## config.mk

```make
export PLATFORM = sky130hd
export DESIGN_NAME = cpu_ctrl_fsm
export DESIGN_NICKNAME = d
export VERILOG_FILES = /design/src/rtl/cpu_ctrl_pkg.sv /design/src/rtl/mem_wait_timer.sv /design/src/rtl/cpu_ctrl_fsm.sv
export SDC_FILE = /design/constraint.sdc
export NUM_CORES = 1
export LEC_CHECK = 0
export BUFFER_PORTS_ARGS = -buffer_cell sky130_fd_sc_hd__buf_2
export CAP_MARGIN = 20
export CORE_ASPECT_RATIO = 1.25
export CORE_UTILIZATION = 50
export DETAILED_ROUTE_END_ITERATION = 7
export PLACE_DENSITY = 0.75
export SLEW_MARGIN = 20
export SYNTH_ARGS = -nofsm -noshare
export SYNTH_HDL_FRONTEND = slang
export SYNTH_SLANG_ARGS = --single-unit
```

## constraint.sdc

```tcl
create_clock -name clk -period 2.8 [get_ports clk]
set_clock_uncertainty 0.2 [all_clocks]
set_input_delay 0.14 -clock clk [delete_from_list [all_inputs] [get_ports clk]]
set_output_delay 0.14 -clock clk [all_outputs]
set_load 0.05 [all_outputs]
```

## src/rtl/cpu_ctrl_pkg.sv

```systemverilog
// Shared encodings for the RISC control FSM: states, memory commands,
// instruction fields, register selects, writeback sources and branch conditions.
package cpu_ctrl_pkg;

    typedef enum logic [4:0] {
        S_RESET    = 5'd0,
        S_IF1      = 5'd1,
        S_IF2      = 5'd2,
        S_UPD_PC   = 5'd3,
        S_DECODE   = 5'd4,
        S_GET_A    = 5'd5,
        S_GET_B    = 5'd6,
        S_ALU      = 5'd7,
        S_WB_C     = 5'd8,
        S_WB_IMM   = 5'd9,
        S_MEM_ADDR = 5'd10,
        S_LD_ADDR  = 5'd11,
        S_MEM_RD   = 5'd12,
        S_WB_MEM   = 5'd13,
        S_GET_D    = 5'd14,
        S_PASS_D   = 5'd15,
        S_MEM_WR   = 5'd16,
        S_BRANCH   = 5'd17,
        S_HALT     = 5'd18,
        S_FAULT    = 5'd19
    } state_t;

    localparam logic [1:0] M_NONE  = 2'b00;
    localparam logic [1:0] M_READ  = 2'b01;
    localparam logic [1:0] M_WRITE = 2'b10;

    localparam logic [2:0] OPC_BRANCH = 3'b001;
    localparam logic [2:0] OPC_LDR    = 3'b011;
    localparam logic [2:0] OPC_STR    = 3'b100;
    localparam logic [2:0] OPC_ALU    = 3'b101;
    localparam logic [2:0] OPC_MOV    = 3'b110;
    localparam logic [2:0] OPC_HALT   = 3'b111;

    localparam logic [1:0] OP_MOV_REG = 2'b00;
    localparam logic [1:0] OP_CMP     = 2'b01;
    localparam logic [1:0] OP_MOV_IMM = 2'b10;
    localparam logic [1:0] OP_MVN     = 2'b11;

    localparam logic [2:0] NSEL_RN = 3'b001;
    localparam logic [2:0] NSEL_RD = 3'b010;
    localparam logic [2:0] NSEL_RM = 3'b100;

    localparam logic [1:0] VSEL_C     = 2'b00;
    localparam logic [1:0] VSEL_PC    = 2'b01;
    localparam logic [1:0] VSEL_IMM   = 2'b10;
    localparam logic [1:0] VSEL_MDATA = 2'b11;

    localparam logic [2:0] COND_AL = 3'b000;
    localparam logic [2:0] COND_EQ = 3'b001;
    localparam logic [2:0] COND_NE = 3'b010;
    localparam logic [2:0] COND_LT = 3'b011;
    localparam logic [2:0] COND_LE = 3'b100;

    function automatic logic is_wait_state(input state_t s);
        return (s == S_IF1) || (s == S_MEM_RD) || (s == S_MEM_WR);
    endfunction

    // status is {N,V,Z}; reserved condition codes are simply never taken
    function automatic logic branch_taken(input logic [2:0] cond, input logic [2:0] status);
        logic n, v, z;
        n = status[2];
        v = status[1];
        z = status[0];
        case (cond)
            COND_AL: return 1'b1;
            COND_EQ: return z;
            COND_NE: return !z;
            COND_LT: return n ^ v;
            COND_LE: return (n ^ v) | z;
            default: return 1'b0;
        endcase
    endfunction

endpackage

```

## src/rtl/mem_wait_timer.sv

```systemverilog
// Counts consecutive not-ready cycles in a memory-wait state and flags the
// last permitted cycle; MEM_TIMEOUT of 0 means the flag never rises.
module mem_wait_timer #(
    parameter int MEM_TIMEOUT = 15
) (
    input  logic clk,
    input  logic reset,
    input  logic clr,
    input  logic en,
    output logic expired
);

    localparam int CW = (MEM_TIMEOUT > 1) ? $clog2(MEM_TIMEOUT) : 1;
    localparam logic [CW-1:0] LAST = CW'((MEM_TIMEOUT > 0) ? MEM_TIMEOUT - 1 : 0);

    logic [CW-1:0] cnt;

    always_ff @(posedge clk or posedge reset) begin
        if (reset) begin
            cnt <= '0;
        end else if (clr) begin
            cnt <= '0;
        end else if (en && !expired) begin
            cnt <= cnt + CW'(1);
        end
    end

    assign expired = (MEM_TIMEOUT != 0) && (cnt == LAST);

endmodule

```

## src/rtl/cpu_ctrl_fsm.sv

```systemverilog
// Multi-cycle control FSM for the RISC datapath: fetch, decode, execute,
// memory and writeback, with memory handshake timeout and sticky halt/fault.
module cpu_ctrl_fsm
    import cpu_ctrl_pkg::*;
#(
    parameter int MEM_TIMEOUT = 15,
    parameter int ICNT_W      = 16
) (
    input  logic              clk,
    input  logic              reset,
    input  logic [2:0]        opcode,
    input  logic [1:0]        op,
    input  logic [2:0]        cond,
    input  logic [2:0]        status,
    input  logic              mem_ready,
    output logic [2:0]        nsel,
    output logic              loada,
    output logic              loadb,
    output logic              loadc,
    output logic              loads,
    output logic              asel,
    output logic              bsel,
    output logic [1:0]        vsel,
    output logic              write,
    output logic              reset_pc,
    output logic              load_pc,
    output logic              PC_sel,
    output logic              addr_sel,
    output logic              load_ir,
    output logic              load_addr,
    output logic [1:0]        mem_cmd,
    output logic              halted,
    output logic              fault,
    output logic [ICNT_W-1:0] instr_count
);

    state_t state, state_next;
    logic   wait_expired;
    logic   retire;

    always_ff @(posedge clk or posedge reset) begin
        if (reset) begin
            state <= S_RESET;
        end else begin
            state <= state_next;
        end
    end

    // Leaving a state clears the timer, so each wait starts from zero
    mem_wait_timer #(.MEM_TIMEOUT(MEM_TIMEOUT)) u_wait_timer (
        .clk     (clk),
        .reset   (reset),
        .clr     (state_next != state),
        .en      (is_wait_state(state) && !mem_ready),
        .expired (wait_expired)
    );

    always_comb begin
        state_next = state;
        case (state)
            S_RESET:  state_next = S_IF1;
            S_IF1: begin
                if (mem_ready)         state_next = S_IF2;
                else if (wait_expired) state_next = S_FAULT;
            end
            S_IF2:    state_next = S_UPD_PC;
            S_UPD_PC: state_next = S_DECODE;
            S_DECODE: begin
                case (opcode)
                    OPC_MOV: begin
                        if (op == OP_MOV_IMM)      state_next = S_WB_IMM;
                        else if (op == OP_MOV_REG) state_next = S_GET_B;
                        else                       state_next = S_FAULT;
                    end
                    OPC_ALU, OPC_LDR, OPC_STR: state_next = S_GET_A;
                    OPC_BRANCH:                state_next = S_BRANCH;
                    OPC_HALT:                  state_next = S_HALT;
                    default:                   state_next = S_FAULT;
                endcase
            end
            S_GET_A:  state_next = (opcode == OPC_LDR || opcode == OPC_STR) ? S_MEM_ADDR : S_GET_B;
            S_GET_B:  state_next = S_ALU;
            S_ALU:    state_next = (opcode == OPC_ALU && op == OP_CMP) ? S_IF1 : S_WB_C;
            S_WB_C:   state_next = S_IF1;
            S_WB_IMM: state_next = S_IF1;
            S_MEM_ADDR: state_next = S_LD_ADDR;
            S_LD_ADDR: begin
                if (opcode == OPC_LDR)      state_next = S_MEM_RD;
                else if (opcode == OPC_STR) state_next = S_GET_D;
                else                        state_next = S_FAULT;
            end
            S_MEM_RD: begin
                if (mem_ready)         state_next = S_WB_MEM;
                else if (wait_expired) state_next = S_FAULT;
            end
            S_WB_MEM: state_next = S_IF1;
            S_GET_D:  state_next = S_PASS_D;
            S_PASS_D: state_next = S_MEM_WR;
            S_MEM_WR: begin
                if (mem_ready)         state_next = S_IF1;
                else if (wait_expired) state_next = S_FAULT;
            end
            S_BRANCH: state_next = S_IF1;
            S_HALT:   state_next = S_HALT;
            S_FAULT:  state_next = S_FAULT;
            default:  state_next = S_FAULT;
        endcase
    end

    // An instruction retires when its final state hands control back to fetch
    assign retire = (state_next == S_IF1) &&
                    ((state == S_WB_C)   || (state == S_WB_IMM) || (state == S_WB_MEM) ||
                     (state == S_MEM_WR) || (state == S_BRANCH) || (state == S_ALU));

    always_ff @(posedge clk or posedge reset) begin
        if (reset) begin
            instr_count <= '0;
        end else if (retire && (instr_count != {ICNT_W{1'b1}})) begin
            instr_count <= instr_count + ICNT_W'(1);
        end
    end

    always_comb begin
        nsel      = NSEL_RN;
        loada     = 1'b0;
        loadb     = 1'b0;
        loadc     = 1'b0;
        loads     = 1'b0;
        asel      = 1'b0;
        bsel      = 1'b0;
        vsel      = VSEL_C;
        write     = 1'b0;
        reset_pc  = 1'b0;
        load_pc   = 1'b0;
        PC_sel    = 1'b0;
        addr_sel  = 1'b0;
        load_ir   = 1'b0;
        load_addr = 1'b0;
        mem_cmd   = M_NONE;
        halted    = 1'b0;
        fault     = 1'b0;
        case (state)
            S_RESET: begin
                reset_pc = 1'b1;
                load_pc  = 1'b1;
            end
            S_IF1: begin
                addr_sel = 1'b1;
                mem_cmd  = M_READ;
            end
            S_IF2: begin
                addr_sel = 1'b1;
                mem_cmd  = M_READ;
                load_ir  = 1'b1;
            end
            S_UPD_PC: load_pc = 1'b1;
            S_GET_A: begin
                nsel  = NSEL_RN;
                loada = 1'b1;
            end
            S_GET_B: begin
                nsel  = NSEL_RM;
                loadb = 1'b1;
            end
            S_ALU: begin
                loadc = 1'b1;
                asel  = (opcode == OPC_MOV && op == OP_MOV_REG) || (opcode == OPC_ALU && op == OP_MVN);
                loads = (opcode == OPC_ALU);
            end
            S_WB_C: begin
                nsel  = NSEL_RD;
                vsel  = VSEL_C;
                write = 1'b1;
            end
            S_WB_IMM: begin
                nsel  = NSEL_RN;
                vsel  = VSEL_IMM;
                write = 1'b1;
            end
            S_MEM_ADDR: begin
                bsel  = 1'b1;
                loadc = 1'b1;
            end
            S_LD_ADDR: load_addr = 1'b1;
            S_MEM_RD:  mem_cmd = M_READ;
            S_WB_MEM: begin
                mem_cmd = M_READ;
                nsel    = NSEL_RD;
                vsel    = VSEL_MDATA;
                write   = 1'b1;
            end
            S_GET_D: begin
                nsel  = NSEL_RD;
                loadb = 1'b1;
            end
            S_PASS_D: begin
                asel  = 1'b1;
                loadc = 1'b1;
            end
            S_MEM_WR: mem_cmd = M_WRITE;
            S_BRANCH: begin
                load_pc = branch_taken(cond, status);
                PC_sel  = branch_taken(cond, status);
            end
            S_HALT:  halted = 1'b1;
            S_FAULT: fault  = 1'b1;
            default: ;
        endcase
    end

endmodule

```

==> reports/qor.csv, run 1 <==
metric,value,unit
maxSlewViolCount,0,
use_met2,42.9,%
end_kind,flop,
initial_core_util,52.4,%
setup_viol,0,
max_slew.worst_pin.slew,0.453,ns
wl_per_cell,14.4,um
syn_area,2320,sq um
met3_usage,1.60,%
drcViolationCount,0,
ys_seq_area_share,27.0,%
relSlewSlack,69.6,%
antenna_found_initial,0,
grt_max_degree,26,
grt_use_met1,27.5,%
grt_pass1_wl,9.23,mm
postCtsResizedCells,0,
drt-initial-drc-count,111,
cp-start-kind,flop,
synth_nets,282,
placed_area,2610,sq um
place.gp.congestion,0.919,
period_share,91.4,%
arrival,2.53,ns
drv_cap,0,
ioPinCount,52,
required,2.77,ns
synth-seq-cells,25,
fp.dieH,78.2,um
numPortBuffers,51,
area_growth_syn_to_layout,16.2,%
numCtsBuffers,3,
seq_area,626,sq um
cts.sinks,25,
wirelength,5.38,mm
diodes,0,
fillCellCount,412,
fin_ws,0.242,ns
ir_worst_vdd,0.643,mV
finalSetupTns,0,ns
synthCells,265,
final_core_util,60.9,%
cts.clk_slew.worst_paths,0.09,ns
status,"finished, final reports clean",
gr-usage-all-layers,23.1,%
grt-ovfl-total,0,
power.density,1070,nW/um^2
nNetsFinal,334,
grt_pass1_vias,2054,
cts_tree,done,
yosysWarnings,0,
rows,27,
clock_latency,0.27,ns
whs,0.152,ns
hold_viol,0,
crit_fanout,15,
fin_area,2700,sq um
max_freq,391,MHz
stdcell_count,374,
ant_nets,0,
synth_ff_type,dfrtp_1,
synth_edf_count,0,
die_area,4920,sq um
p_leak,1.24,nW
rsz0062_at_grt,no,
clockBufferDepth,2,
synthDistinctLibCells,68,
setup.worst_path.class,reg -> reg,
dp_slack,0.271,ns
routed_via_density,5.63,
vias,2107,
fin_crit,2.56,ns
gr-max-usage-layer,met2,
hold_class,in -> async,
drive_gt1_share,32.3,%
ys_async_sr_fraction,100,%
place_inst,368,
die_w,62.9,um
total_power,2.89,mW
avgSynthCellArea,8.75,sq um
clock-root-buffer,clkbuf_8,
multi_input_comb_area,1480,sq um
hpwl,4.19,mm
fp.coreArea,4430,sq um
htree_levels,1,
drt_first_pass_iters,4,
-- cells in the mapped netlist, types with 3 or more instances --
master,instances,area [sq um]
nor3_1,7,35.0
nand2b_1,5,31.3
nand2_1,24,90.1
nand4_1,5,31.3
nor3_2,9,90.1
a211o_1,3,26.3
inv_1,13,48.8
ha_1,3,37.5
and3_1,4,25.0
mux2i_1,3,30.0
nor4_1,8,50.1
xor2_1,15,131
o21ai_0,8,40.0
nor4_2,3,37.5
xnor2_1,7,61.3
buf_4,5,37.5
nor2_1,21,78.8
nor2b_1,7,43.8
o21ai_1,6,30.0
buf_6,6,67.6
buf_2,8,40.0
dfrtp_1,25,626
a21oi_1,10,50.1
nand3_1,6,30.0
-- registers in the layout (all words and copies together), names as in the netlist --
register / flops
state: 5
instr_count: 16
u_wait_timer.cnt: 4
-- placed cells by master, fill, tap and decap left out, types with 3 or more instances in the layout --
| master | instances |
|---|---|
| mux2i_1 | 3 |
| nor3_2 | 9 |
| clkbuf_8 | 3 |
| nand2b_1 | 5 |
| xnor2_1 | 7 |
| nand4_1 | 5 |
| and3_1 | 4 |
| nor4_2 | 3 |
| inv_1 | 13 |
| nor4_1 | 8 |
| a211o_1 | 3 |
| ha_1 | 3 |
| dfrtp_1 | 25 |
| buf_4 | 14 |
| a21oi_1 | 10 |
| buf_2 | 51 |
| o21ai_0 | 8 |
| nand3_1 | 6 |
| nor2b_1 | 7 |
| nor3_1 | 7 |
| nand2_1 | 24 |
| nor2_1 | 21 |
| o21ai_1 | 6 |
| xor2_1 | 15 |
-- area by class of cell --
class	count	area share (%)
multi-input cells	206	55.0
flip-flops and latches	25	23.2
repair buffers	68	15.5
well taps	58	2.69
inverters	13	1.81
clock buffers	3	1.53
clock inverters	1	0.278
-- worst max-delay path: stages (launching register included) --
cell     delay (ns)
dfrtp_1        0.54
or3b_1         0.51
buf_4          0.18
nor3_4         0.20
a22oi_2        0.13
nand4_4        0.30
nor2_2         0.09
mux2_4         0.30
-- metal layers --
metal  up-vias  part of all wire, %
met4         0                  1.7
met1       980                   44
met2        57                   51
met3         9                  3.6
met5         -                    0
li1       1061                    -
-- power breakdown --
group          switching [mW]  leakage (nW)  total, mW  internal (mW)
registers               0.136         0.321      0.571          0.435
logic                    1.40         0.896       2.10          0.696
clock network           0.120        0.0217      0.221          0.101
-- final timing paths --
kind / startpoint / endpoint / slack [ns] / cells after the start
worst max register to register: state[3] / instr_count[1] / 0.24 / 7
worst max-delay path: state[3] / instr_count[1] / 0.24 / 7
max in group asynchronous: reset / instr_count[15] / 1.85 / 4
min in group clk: opcode[0] / state[2] / 0.19 / 4
worst min-delay path: reset / instr_count[14] / 0.15 / 3
worst min register to register: instr_count[14] / instr_count[14] / 0.31 / 1
-- what timing repair did --
action	4_1_cts	5_1_grt
hold endpoints to repair	25	0
setup endpoints to repair	0	0
setup buffers	0	0
hold buffers	1	0
-- cell families (layout without fill, tap and decap cells) --
kind of cell | count (synthesis) | after routing | share of synthesized area [%]
simple gates | 124 | 124 | 33.9
compound gates | 52 | 52 | 17.4
buf+inv | 34 | 85 | 9.39
flops | 25 | 25 | 27.0
xor+xnor | 22 | 22 | 8.31
mux | 5 | 5 | 2.43
fa+ha+maj | 3 | 3 | 1.62
No activity file was read; power rests on OpenSTA's default activity.
==> run 2, diff against run 1 <==
--- a/config.mk
+++ b/config.mk
@@ -10,7 +10,7 @@
 export CORE_ASPECT_RATIO = 1.25
 export CORE_UTILIZATION = 50
 export DETAILED_ROUTE_END_ITERATION = 7
-export PLACE_DENSITY = 0.75
+export PLACE_DENSITY = 0.76
 export SLEW_MARGIN = 20
 export SYNTH_ARGS = -nofsm -noshare
 export SYNTH_HDL_FRONTEND = slang
==> reports/qor.csv, run 2 (synthesis gave the netlist of run 1 again) <==
metric,value,unit,change
reg2reg_from,state[3],,unchanged
nNetsFinal,332,,was 334
antenna_found_initial,0,,unchanged
ant_nets,0,,unchanged
htree_levels,1,,unchanged
largest_reg_flops,16,,unchanged
max_freq,378,MHz,was 391 MHz
p_clk_share,7.6,%,about the same
p_int,1.20,mW,was 1.23 mW
min_from,opcode[0],,
arrival,2.60,ns,was 2.53 ns
status,"finished, final reports clean",,unchanged
p_comb_share,72.0,%,was 72.6%
end_kind,flop,,unchanged
wirelength,5.45,mm,was 5.38 mm
drt-initial-drc-count,162,,was 111
drv_cap,0,,unchanged
place.gp.congestion,0.911,,was 0.919
rsz0062_at_grt,no,,unchanged
p_seq_share,20.4,%,was 19.8%
layout_commonest_cell,buf_2,,unchanged
stdcell_count,372,,was 374
place_inst,367,,was 368
finalSetupTns,0,ns,unchanged
power_switching_share,58.1,%,was 57.4%
drcViolationCount,0,,unchanged
gr-usage-all-layers,23.5,%,was 23.1%
holdPathEnd,state[2],,
grt_pass1_vias,2108,,was 2054
grt_max_degree,26,,unchanged
dp_slack,0.201,ns,was 0.271 ns
period_share,94.4,%,was 91.4%
routed_via_density,5.79,,was 5.63
ir_worst_vdd,0.520,mV,was 0.643 mV
ioPinCount,52,,unchanged
r2r-end,instr_count[5],,was instr_count[1]
power.density,1080,nW/um^2,was 1070 nW/um^2
diodes,0,,unchanged
rr_worst_depth,6,,was 7
die_w,62.9,um,unchanged
numPortBuffers,51,,unchanged
relSlewSlack,39.5,%,was 69.6%
min_path_cells,4,,
netSwitchingPower,1.67,mW,was 1.66 mW
grt_pass1_wl,9.47,mm,was 9.23 mm
drive_gt1_share,31.8,%,was 32.3%
setup.worst_path.class,reg -> reg,,unchanged
crit_fanout,15,,unchanged
hpwl,4.26,mm,was 4.19 mm
clock-root-buffer,clkbuf_8,,unchanged
top_regs,"instr_count: 16 flops, state: 5 flops, u_wait_timer.cnt: 4 flops",,unchanged
reg2reg_slack,0.16,ns,was 0.24 ns
numCtsBuffers,3,,unchanged
hold_class,in -> reg,,was in -> async
vias,2153,,was 2107
area_growth_syn_to_layout,14.1,%,was 16.2%
required,2.75,ns,was 2.77 ns
cts.sinks,25,,unchanged
cts_tree,done,,unchanged
die_area,4920,sq um,unchanged
maxSlewViolCount,0,,unchanged
cts.clk_slew.worst_paths,0.09,ns,about the same
layout_common_cells,"buf_2 (51), dfrtp_1 (25), nand2_1 (24)",,unchanged
fin_crit,2.64,ns,was 2.56 ns
max_slew.worst_pin.slew,0.907,ns,was 0.453 ns
fp.coreArea,4430,sq um,unchanged
clockBufferDepth,2,,unchanged
rows,27,,unchanged
initial_core_util,52.4,%,unchanged
hold_viol,0,,unchanged
setup_viol,0,,unchanged
fin_ws,0.156,ns,was 0.242 ns
regMostFlops,instr_count,,unchanged
drt_first_pass_iters,4,,unchanged
p_leak,1.22,nW,was 1.24 nW
cp-start-kind,flop,,unchanged
fp.dieH,78.2,um,unchanged
fillCellCount,415,,was 412
wl_per_cell,14.6,um,was 14.4 um
grt-ovfl-total,0,,unchanged
clock_latency,0.27,ns,about the same
[run 2: cell count changes in the layout (fill, tap and decap cells not counted), sizes merged]
| cell | previous run | this run |
|---|---|---|
| buf | 67 | 65 |
| clkinv | 0 | 1 |
| clkinvlp | 1 | 0 |
[run 2: worst max path at each step]
stage                          end      from  slack (ns)  cells past startpoint
6_report            instr_count[5]  state[3]        0.16                      6
5_1_grt             instr_count[1]  state[3]        0.02                      6
4_1_cts             instr_count[5]  state[3]        0.18                      6
3_5_place_dp        instr_count[5]  state[3]        0.20                      6
3_3_place_gp        instr_count[9]  state[2]        0.24                      6
2_1_floorplan  u_wait_timer.cnt[0]  state[4]        0.10                      7
[run 2: worst max-delay path, cell delays in order, from the launching register on]
cell,delay (ns)
dfrtp_1,0.55
or3b_1,0.59
a311oi_2,0.46
or2_1,0.21
buf_4,0.26
nor4_1,0.10
xor2_1,0.15
[run 2: power groups by stage]
stage	logic [mW]	clock network [mW]	registers, mW
finish	2.07	0.217	0.586
floorplan	1.68	0	0.625
CTS	2.07	0.219	0.582
detailed placement	2.06	0	0.588
global placement	2.03	0	0.585
global route	2.23	0.231	0.600
[run 2: per-stage QoR]
step / instance area (sq um) / power (mW) / hold slack, ns / util, %
after floorplan: 2330 / 2.31 / -0.0327 / -
after global placement: 2590 / 2.62 / 0.187 / 58.5
after detailed placement: 2590 / 2.65 / 0.206 / 58.5
after CTS: 2650 / 2.87 / 0.195 / 59.8
after global routing: 2650 / 3.07 / 0.245 / 59.8
final: 2650 / 2.87 / 0.192 / 59.8
[run 2: area by class of cell]
cell class	instances	area, sq um	area share (%)
Multi-Input combinational cell	206	1480	56.0
Sequential cell	25	626	23.6
Timing Repair Buffer	66	370	14.0
Tap cell	58	72.6	2.74
Inverter	13	48.8	1.84
Clock buffer	3	41.3	1.56
Clock inverter	1	5.00	0.189
[run 2: routing by layer]
layer,GRT usage (%),part of all wire (%),wire length (um),vias to the layer above
li1,-,-,-,1053
met1,27.6,43,2350,1012
met2,42.3,50,2710,69
met3,1.60,3.8,208,19
met4,12.1,3.4,187,0
met5,0,0,0,-
[run 2: what timing repair did]
item	CTS	global route
endpoints found under the hold margin	25	0
resized for setup	0	0
hold buffers	1	0
buffers inserted	0	0
